<file path="src/rtl/mips_fetch_pkg.sv">
// Shared types and constants for the MIPS instruction fetch unit.
package mips_fetch_pkg;

   // ISSUE: may start a fetch; WAIT: fetch in flight, result kept;
   // DRAIN: fetch in flight on the wrong path, result dropped.
   typedef enum logic [1:0] {
      ISSUE = 2'd0,
      WAIT  = 2'd1,
      DRAIN = 2'd2
   } fetch_state_t;

   localparam int OPCODE_MSB = 31;
   localparam int OPCODE_LSB = 26;
   localparam int FUNCT_MSB  = 5;
   localparam int FUNCT_LSB  = 0;

   localparam logic [31:0] INSTR_NOP = 32'h0000_0000;
   localparam int          PC_STEP   = 4;

endpackage : mips_fetch_pkg

</file>
<file path="src/rtl/instr_fetch_unit.sv">
// Instruction fetch unit: owns the PC, reads instruction memory over a
// req/ack handshake and presents each instruction to decode.
//
// Handshakes:
//   memory side : imem_req stays high until the cycle imem_ack is seen
//                 (rdata valid in that cycle); only reset withdraws it.
//   decode side : the entry transfers on a cycle with instr_valid and
//                 instr_ready both high; instr* hold steady otherwise.
module instr_fetch_unit
   import mips_fetch_pkg::*;
#(
   parameter int unsigned        ADDR_W   = 32,
   parameter int unsigned        DATA_W   = 32,
   parameter logic [ADDR_W-1:0]  RESET_PC = '0
) (
   input  logic              clk,
   input  logic              rst_n,
   output logic              imem_req,
   output logic [ADDR_W-1:0] imem_addr,
   input  logic              imem_ack,
   input  logic [DATA_W-1:0] imem_rdata,
   output logic              instr_valid,
   input  logic              instr_ready,
   output logic [DATA_W-1:0] instr,
   output logic [5:0]        opcode,
   output logic [5:0]        funct,
   output logic [ADDR_W-1:0] instr_pc,
   output logic [ADDR_W-1:0] pc_plus4,
   input  logic              redirect_valid,
   input  logic [ADDR_W-1:0] redirect_pc,
   input  logic              stall,
   output fetch_state_t      dbg_state_o
);

   fetch_state_t      state_q, state_d;
   logic [ADDR_W-1:0] pc_q;
   logic              valid_q;
   logic [DATA_W-1:0] instr_q;
   logic [ADDR_W-1:0] instr_pc_q;

   logic slot_free;
   logic capture;

   assign slot_free = !valid_q || instr_ready;

   // State register
   always_ff @(posedge clk or negedge rst_n) begin
      if (!rst_n) begin
         state_q <= ISSUE;
      end else begin
         state_q <= state_d;
      end
   end

   // Next state: a redirect without ack turns an in-flight fetch into a drain
   always_comb begin
      state_d = state_q;
      unique case (state_q)
         ISSUE: if (imem_req && !imem_ack) state_d = WAIT;
         WAIT: begin
            if (imem_ack)            state_d = ISSUE;
            else if (redirect_valid) state_d = DRAIN;
         end
         DRAIN: if (imem_ack) state_d = ISSUE;
         default: state_d = ISSUE;
      endcase
   end

   // Outputs: request and the capture strobe shared with the output register
   always_comb begin
      imem_req = 1'b0;
      capture  = 1'b0;
      unique case (state_q)
         ISSUE: begin
            imem_req = rst_n && !stall && slot_free && !redirect_valid;
            capture  = imem_req && imem_ack;
         end
         WAIT: begin
            imem_req = 1'b1;
            capture  = imem_ack && !redirect_valid;
         end
         DRAIN: begin
            imem_req = 1'b1;
            capture  = 1'b0;
         end
         default: begin
            imem_req = 1'b0;
            capture  = 1'b0;
         end
      endcase
   end

   // PC and output register; redirect beats capture, capture beats consume
   always_ff @(posedge clk or negedge rst_n) begin
      if (!rst_n) begin
         pc_q       <= RESET_PC;
         valid_q    <= 1'b0;
         instr_q    <= DATA_W'(INSTR_NOP);
         instr_pc_q <= '0;
      end else begin
         if (redirect_valid) begin
            pc_q    <= redirect_pc & ~ADDR_W'(3);
            valid_q <= 1'b0;
         end else if (capture) begin
            pc_q    <= pc_q + ADDR_W'(PC_STEP);
            valid_q <= 1'b1;
         end else if (instr_ready) begin
            valid_q <= 1'b0;
         end
         if (capture) begin
            instr_q    <= imem_rdata;
            instr_pc_q <= pc_q;
         end
      end
   end

   assign imem_addr   = pc_q;
   assign instr_valid = valid_q;
   assign instr       = instr_q;
   assign instr_pc    = instr_pc_q;
   assign opcode      = instr_q[OPCODE_MSB:OPCODE_LSB];
   assign funct       = instr_q[FUNCT_MSB:FUNCT_LSB];
   assign pc_plus4    = instr_pc_q + ADDR_W'(PC_STEP);
   assign dbg_state_o = state_q;

endmodule : instr_fetch_unit

</file>
<file path="config.mk">
export PLATFORM = sky130hd
export DESIGN_NAME = instr_fetch_unit
export DESIGN_NICKNAME = d
export VERILOG_FILES = /design/src/rtl/mips_fetch_pkg.sv /design/src/rtl/instr_fetch_unit.sv
export SDC_FILE = /design/constraint.sdc
export NUM_CORES = 1
export LEC_CHECK = 0
export CAP_MARGIN = 10
export CORE_MARGIN = 2
export CORE_UTILIZATION = 25
export CTS_CLUSTER_DIAMETER = 50
export CTS_CLUSTER_SIZE = 10
export DETAILED_ROUTE_END_ITERATION = 7
export PLACE_DENSITY = 0.5
export SYNTH_ARGS = -nofsm -noshare
export SYNTH_HDL_FRONTEND = slang
export SYNTH_SLANG_ARGS = --single-unit
</file>
<file path="constraint.sdc">
create_clock -name clk -period 2.3 [get_ports clk]
set_input_delay 0.46 -clock clk [delete_from_list [all_inputs] [get_ports clk]]
set_output_delay 0.46 -clock clk [all_outputs]
set_load 0.01 [all_outputs]
</file>
== After elaboration in Yosys (flattened, before gate mapping) ==
Index checks and enable logic that the tools add are counted.
Widths: inputs -> output; s select.
Cells by class
  equality and inequality tests: 5
  mux-type cells: 12
  reduce and logical (&&, ||, !) cells: 16
  add/subtract/negate cells: 2
Operator list (count)
  $add 32x3->32 const B: 2
  $mux 32: 2
  $mux 2: 4
  $logic_and 1x1->1: 6
  $pmux 2 s3: 1
  $logic_not 1->1: 4
  $ne 2x2->1 const B: 2
  $pmux 1 s2: 2
  $mux 1: 3
  $ne 3x3->1 const B: 1
  $reduce_and 3->1: 1
  $reduce_bool 3->1: 1
  $eq 2x1->1 const B: 1
  $eq 2x2->1 const B: 1
  $logic_not 2->1: 1
  $reduce_bool 2->1: 1
  $reduce_or 2->1: 1
  $logic_or 1x1->1: 1
Storage, ports and cells
  output and inout port bits: 144
  register bits: 99
  input port bits: 70

== Longest topological paths before layout ==
  depth in word-level cells: 8
  gate-level depth with buffers: 8
  depth with buffers taken out: 7

== Worst setup path before layout ==
Ideal clock, no wire load.
  kind: flip-flop to output port
  from: register instr_pc_q[4], in the netlist instr_pc[4]
  to: output port pc_plus4[27]
  buffers on the path: 0
  stages on the path, launching flop included: 6
  setup slack: 0.058 ns
  arrival: 1.782 ns
  path through: dfrtp_1 and4_1 nand4_1 nor4_2 nand3_1 xnor2_1
Between the ends
  longest elaborated chain between the ends: 1
RTL lines
  from (decl): RTL line instr_fetch_unit.sv:39  | logic [ADDR_W-1:0] instr_pc_q;
  from (signal assigned): RTL line instr_fetch_unit.sv:112  | instr_pc_q <= pc_q;
  $add 32x3->32: RTL line instr_fetch_unit.sv:123  | assign pc_plus4 = instr_pc_q + ADDR_W'(PC_STEP);
  to (decl): RTL line instr_fetch_unit.sv:28  | output logic [ADDR_W-1:0] pc_plus4,
Every way passes these cells.

== Worst setup path after layout ==
Ends and elaborated chain as after synthesis.

==> metrics.md <==
| Metric | Value |
|---|---|
| Largest net degree at the start of global routing | between 50 and 60 |
| Final number of setup-violating endpoints | 8 |
| CTS tree | yes |
| Top cell type by total area after synthesis | dfrtp_1 |
| H-tree levels | 3 |
| Initial antenna violation count | 1 |
| Vias in the first global route | 4601 |
| First-pass GRT wire length | ~26 mm |
| Post-synth EDFFs | 0 |
| Vias | ~4400 |
| Final ANT Viol Nets | 0 |
| Nets@finish | just under 800 |
| Slew @ Worst Pin | roughly 760 ps |
| Reg2Reg Depth | 9 |
| Max Cap Viol | 0 |
| Status | finished, violations left |
| Dpl hpwl | roughly 12 mm |
| Post-Synthesis Cells | roughly 450 |
| Layout cells sized above 1 | 0.310 |
| Crit-path slowest cell | dfrtp_1 |
| Initial Util | 0.256 |
| Fin. max-slew vios | 0 |
| Post-synthesis area per instance | 11.1 um2 |
| Core Area | slightly below 20000 um2 |
| Worst Path Buf+Inv | 3 |
| Worst Path Arrival | about 1900 ps |
| DR iter-0 viols | approximately 180 |
| Crit start category | flop |
| Die area | roughly 21000 um2 |
| Placed Instances | 955 |
| Met1 usage | 0.193 |
| Netlist cell types | between 40 and 50 |
| Clk buf depth | 2 |
| Synth Warn # | 0 |
| Sequential area share after synthesis | 0.476 |
| Crit Reg-Reg Endpoint | imem_addr[31] |
| Fin area | around 8200 um2 |
| GRT Max-Usage Layer | met2 |
| Root buffer selected by CTS | clkbuf_16 |
| Async S/R FF share, synth | 1.00 |
| R2R Setup Slk | between 200 and 250 ps |
| Remaining Overflow, GRT | 0 |
| Final Hold Violating Endpoints | 0 |
| Part of the cycle the worst path needs | 1.04 |
| Minimum clock period | 2390 ps |
| PnR worst setup slack | -89.6 ps |
| Critical path class | reg2out |
| Met3 Resource Use GR | 0.0398 |
| Clock Latency Late Sink | 350 ps |
| Largest cells by area after synthesis | dfrtp_1 48%, mux2_2 14%, xnor2_1 8.2% |
| FILL cells | roughly 1900 |
| Ports | ~210 |
| Fin cells | roughly 980 |
| Cell Pwr Density | 1100 nW/um2 |
| Wire per inst | 16.4 um |
| Place WS | -291 ps |
| Adder-cell share of the synthesized area | 0.0150 |
| Largest family of logic cells by synthesized area | simple AND/OR/NAND/NOR gates |
| List of most frequent post-synthesis cells | 95 x dfrtp_1, 63 x mux2_2, 47 x xnor2_1, 45 x nand2_1, 24 x nand3_1 |
| Die width | 145 um |
| All-Layer GR Usage | 0.151 |
| Post-Syn Area | 5000 um2 |
| Post-synthesis xor/xnor area fraction | 0.0964 |
| Clock sinks | 95 |
| Cell row count | a little over 50 |
| Failing checks | setup timing |
| Compound-Gate Fraction of Synth Area | 0.0443 |
| Synth-to-Final Area Change | 63.8% |
| Worst Path Required | 1840 ps |
| Mean number of vias per cell | ~4.5 |
| Die height | between 100 and 150 um |
| Final wirelength | 16.1 mm |
| Routability-driven placement congestion ratio | between 0.7 and 0.8 |
| Max-slew headroom | 0.491 |
| Pleak | 0.00336 uW |
| Placed cell area | 7700 um2 |
| Hold/Removal Path Class | in2async |
| Cts bufs inserted | 9 |
| Max rail drop VDD | about 600 uV |
| Reg2reg start | dbg_state_o[0] |
| Drc violations | 0 |
| Critical path endpoint category | primary output |
| Critical path, cell by cell | and4_4, nand4_1, buf_6, nor4_4, buf_4, nand3_2, xnor2_2, buf_2 |
| Met2 Track Usage GR | 0.249 |
| Post-synthesis mux area share | 0.144 |
| Clk slew on worst S/H paths | 70 ps |
| CP Max Fanout | 4 |
| RSZ-0062 raised after global routing | yes |
| Pre-antenna DRT Iters | 4 |
| Number of I/O port buffers | 205 |
| Count leader, synth | dfrtp_1 |
| Post-synth top flop | dfrtp_1 |
| Top cell type's share of synthesized area | 0.476 |
| Yosys reg bits | 95 |
| Total power | around 9000 uW |
| Synth Area in Simple Gates | 0.173 |
| Fmax | about 420 MHz |
| Clock skew | between 5 and 6 ps |
| Crit path max-delay family | simple AND/OR/NAND/NOR gates |
| CP peak stage delay | 370 ps |
-- metal layers --
metal | vias to the layer above | routed length [um]
met5 | - | 0
met4 | 0 | 316
met3 | 19 | 975
met2 | 129 | 7600
met1 | 2161 | 7200
li1 | 2088 | -
-- cells in the final DEF (no fill, tap or decap), drive strengths merged, types with 4 or more instances in the layout --
cell	n
nand2b	4
and4	6
nor2	13
xor2	8
clkbuf	10
clkdlybuf4s50	174
and3	7
ha	6
nand3	25
o21ai	28
dfrtp	95
nor4	19
buf	96
nand4	11
conb	6
dlygate4sd2	4
nand2	45
inv	13
xnor2	47
nor3	6
mux2	63
-- worst max-delay path by stage --
stage	endpoint	start	slack (ps)	cells after the start
2_1_floorplan	pc_plus4[27]	instr_pc[4]	60	5
3_3_place_gp	pc_plus4[31]	instr_pc[4]	-260	8
3_5_place_dp	pc_plus4[29]	instr_pc[6]	-290	8
4_1_cts	pc_plus4[31]	instr_pc[4]	-220	8
5_1_grt	pc_plus4[29]	instr_pc[18]	-180	7
6_report	pc_plus4[27]	instr_pc[4]	-90	8
-- sequential cells by signal (all words and copies together) (netlist names) --
register / count
dbg_state_o: 2
imem_addr: 30
instr: 32
instr_pc: 30
instr_valid: 1
-- timing repair --
action,CTS,global route
gates cloned,0,0
gates resized for setup,118,29
endpoints found under the hold margin,0,0
pin swaps,12,33
endpoints found under the setup margin,27,25
hold buffers,0,0
setup buffers,5,5
-- logic make-up (layout without fill, tap and decap cells) --
logic type | Yosys count | after routing
other | 1 | 7
XOR/XNOR | 55 | 55
adder cells (fa/ha/maj) | 6 | 6
flip-flops | 95 | 95
multiplexers | 64 | 64
buffers and inverters | 46 | 305
AND/OR/NAND/NOR | 146 | 146
AO/OA/AOI/OAI | 38 | 38
-- worst reg2reg max path: cells and delay by family (launching register included) --
kind	cells	cell delay [ps]
buffers and inverters	3	550
adder cells (fa/ha/maj)	1	250
AND/OR/NAND/NOR	3	360
AO/OA/AOI/OAI	2	500
flip-flops	1	370
-- layout make-up --
type,count,area (um2),share of cell area
multi-input combinational,315,2580,0.315
inverter,12,45.0,0.00550
clock buffer,10,239,0.0292
antenna,1,2.50,0.000306
timing repair buffer,277,2540,0.311
sequential,95,2380,0.290
tap,265,332,0.0405
clock inverter,6,68.8,0.00841
-- report_power, final --
part | leakage (uW) | internal [uW] | switching [uW]
sequential | 0.00115 | 2290 | 519
combinational | 0.00206 | 2750 | 1900
clock | 0.000149 | 879 | 687
total | 0.00336 | 5920 | 3110
-- metrics by stage --
stage	setup TNS [ps]	hold slack, ps	util
2_1_floorplan	0	164	-
3_3_place_gp	-7690	490	0.395
3_5_place_dp	-7120	496	0.395
4_1_cts	-1390	257	0.412
5_1_grt	-1880	290	0.419
6_report	-442	253	0.419
No activity file was read; power rests on OpenSTA's default activity.
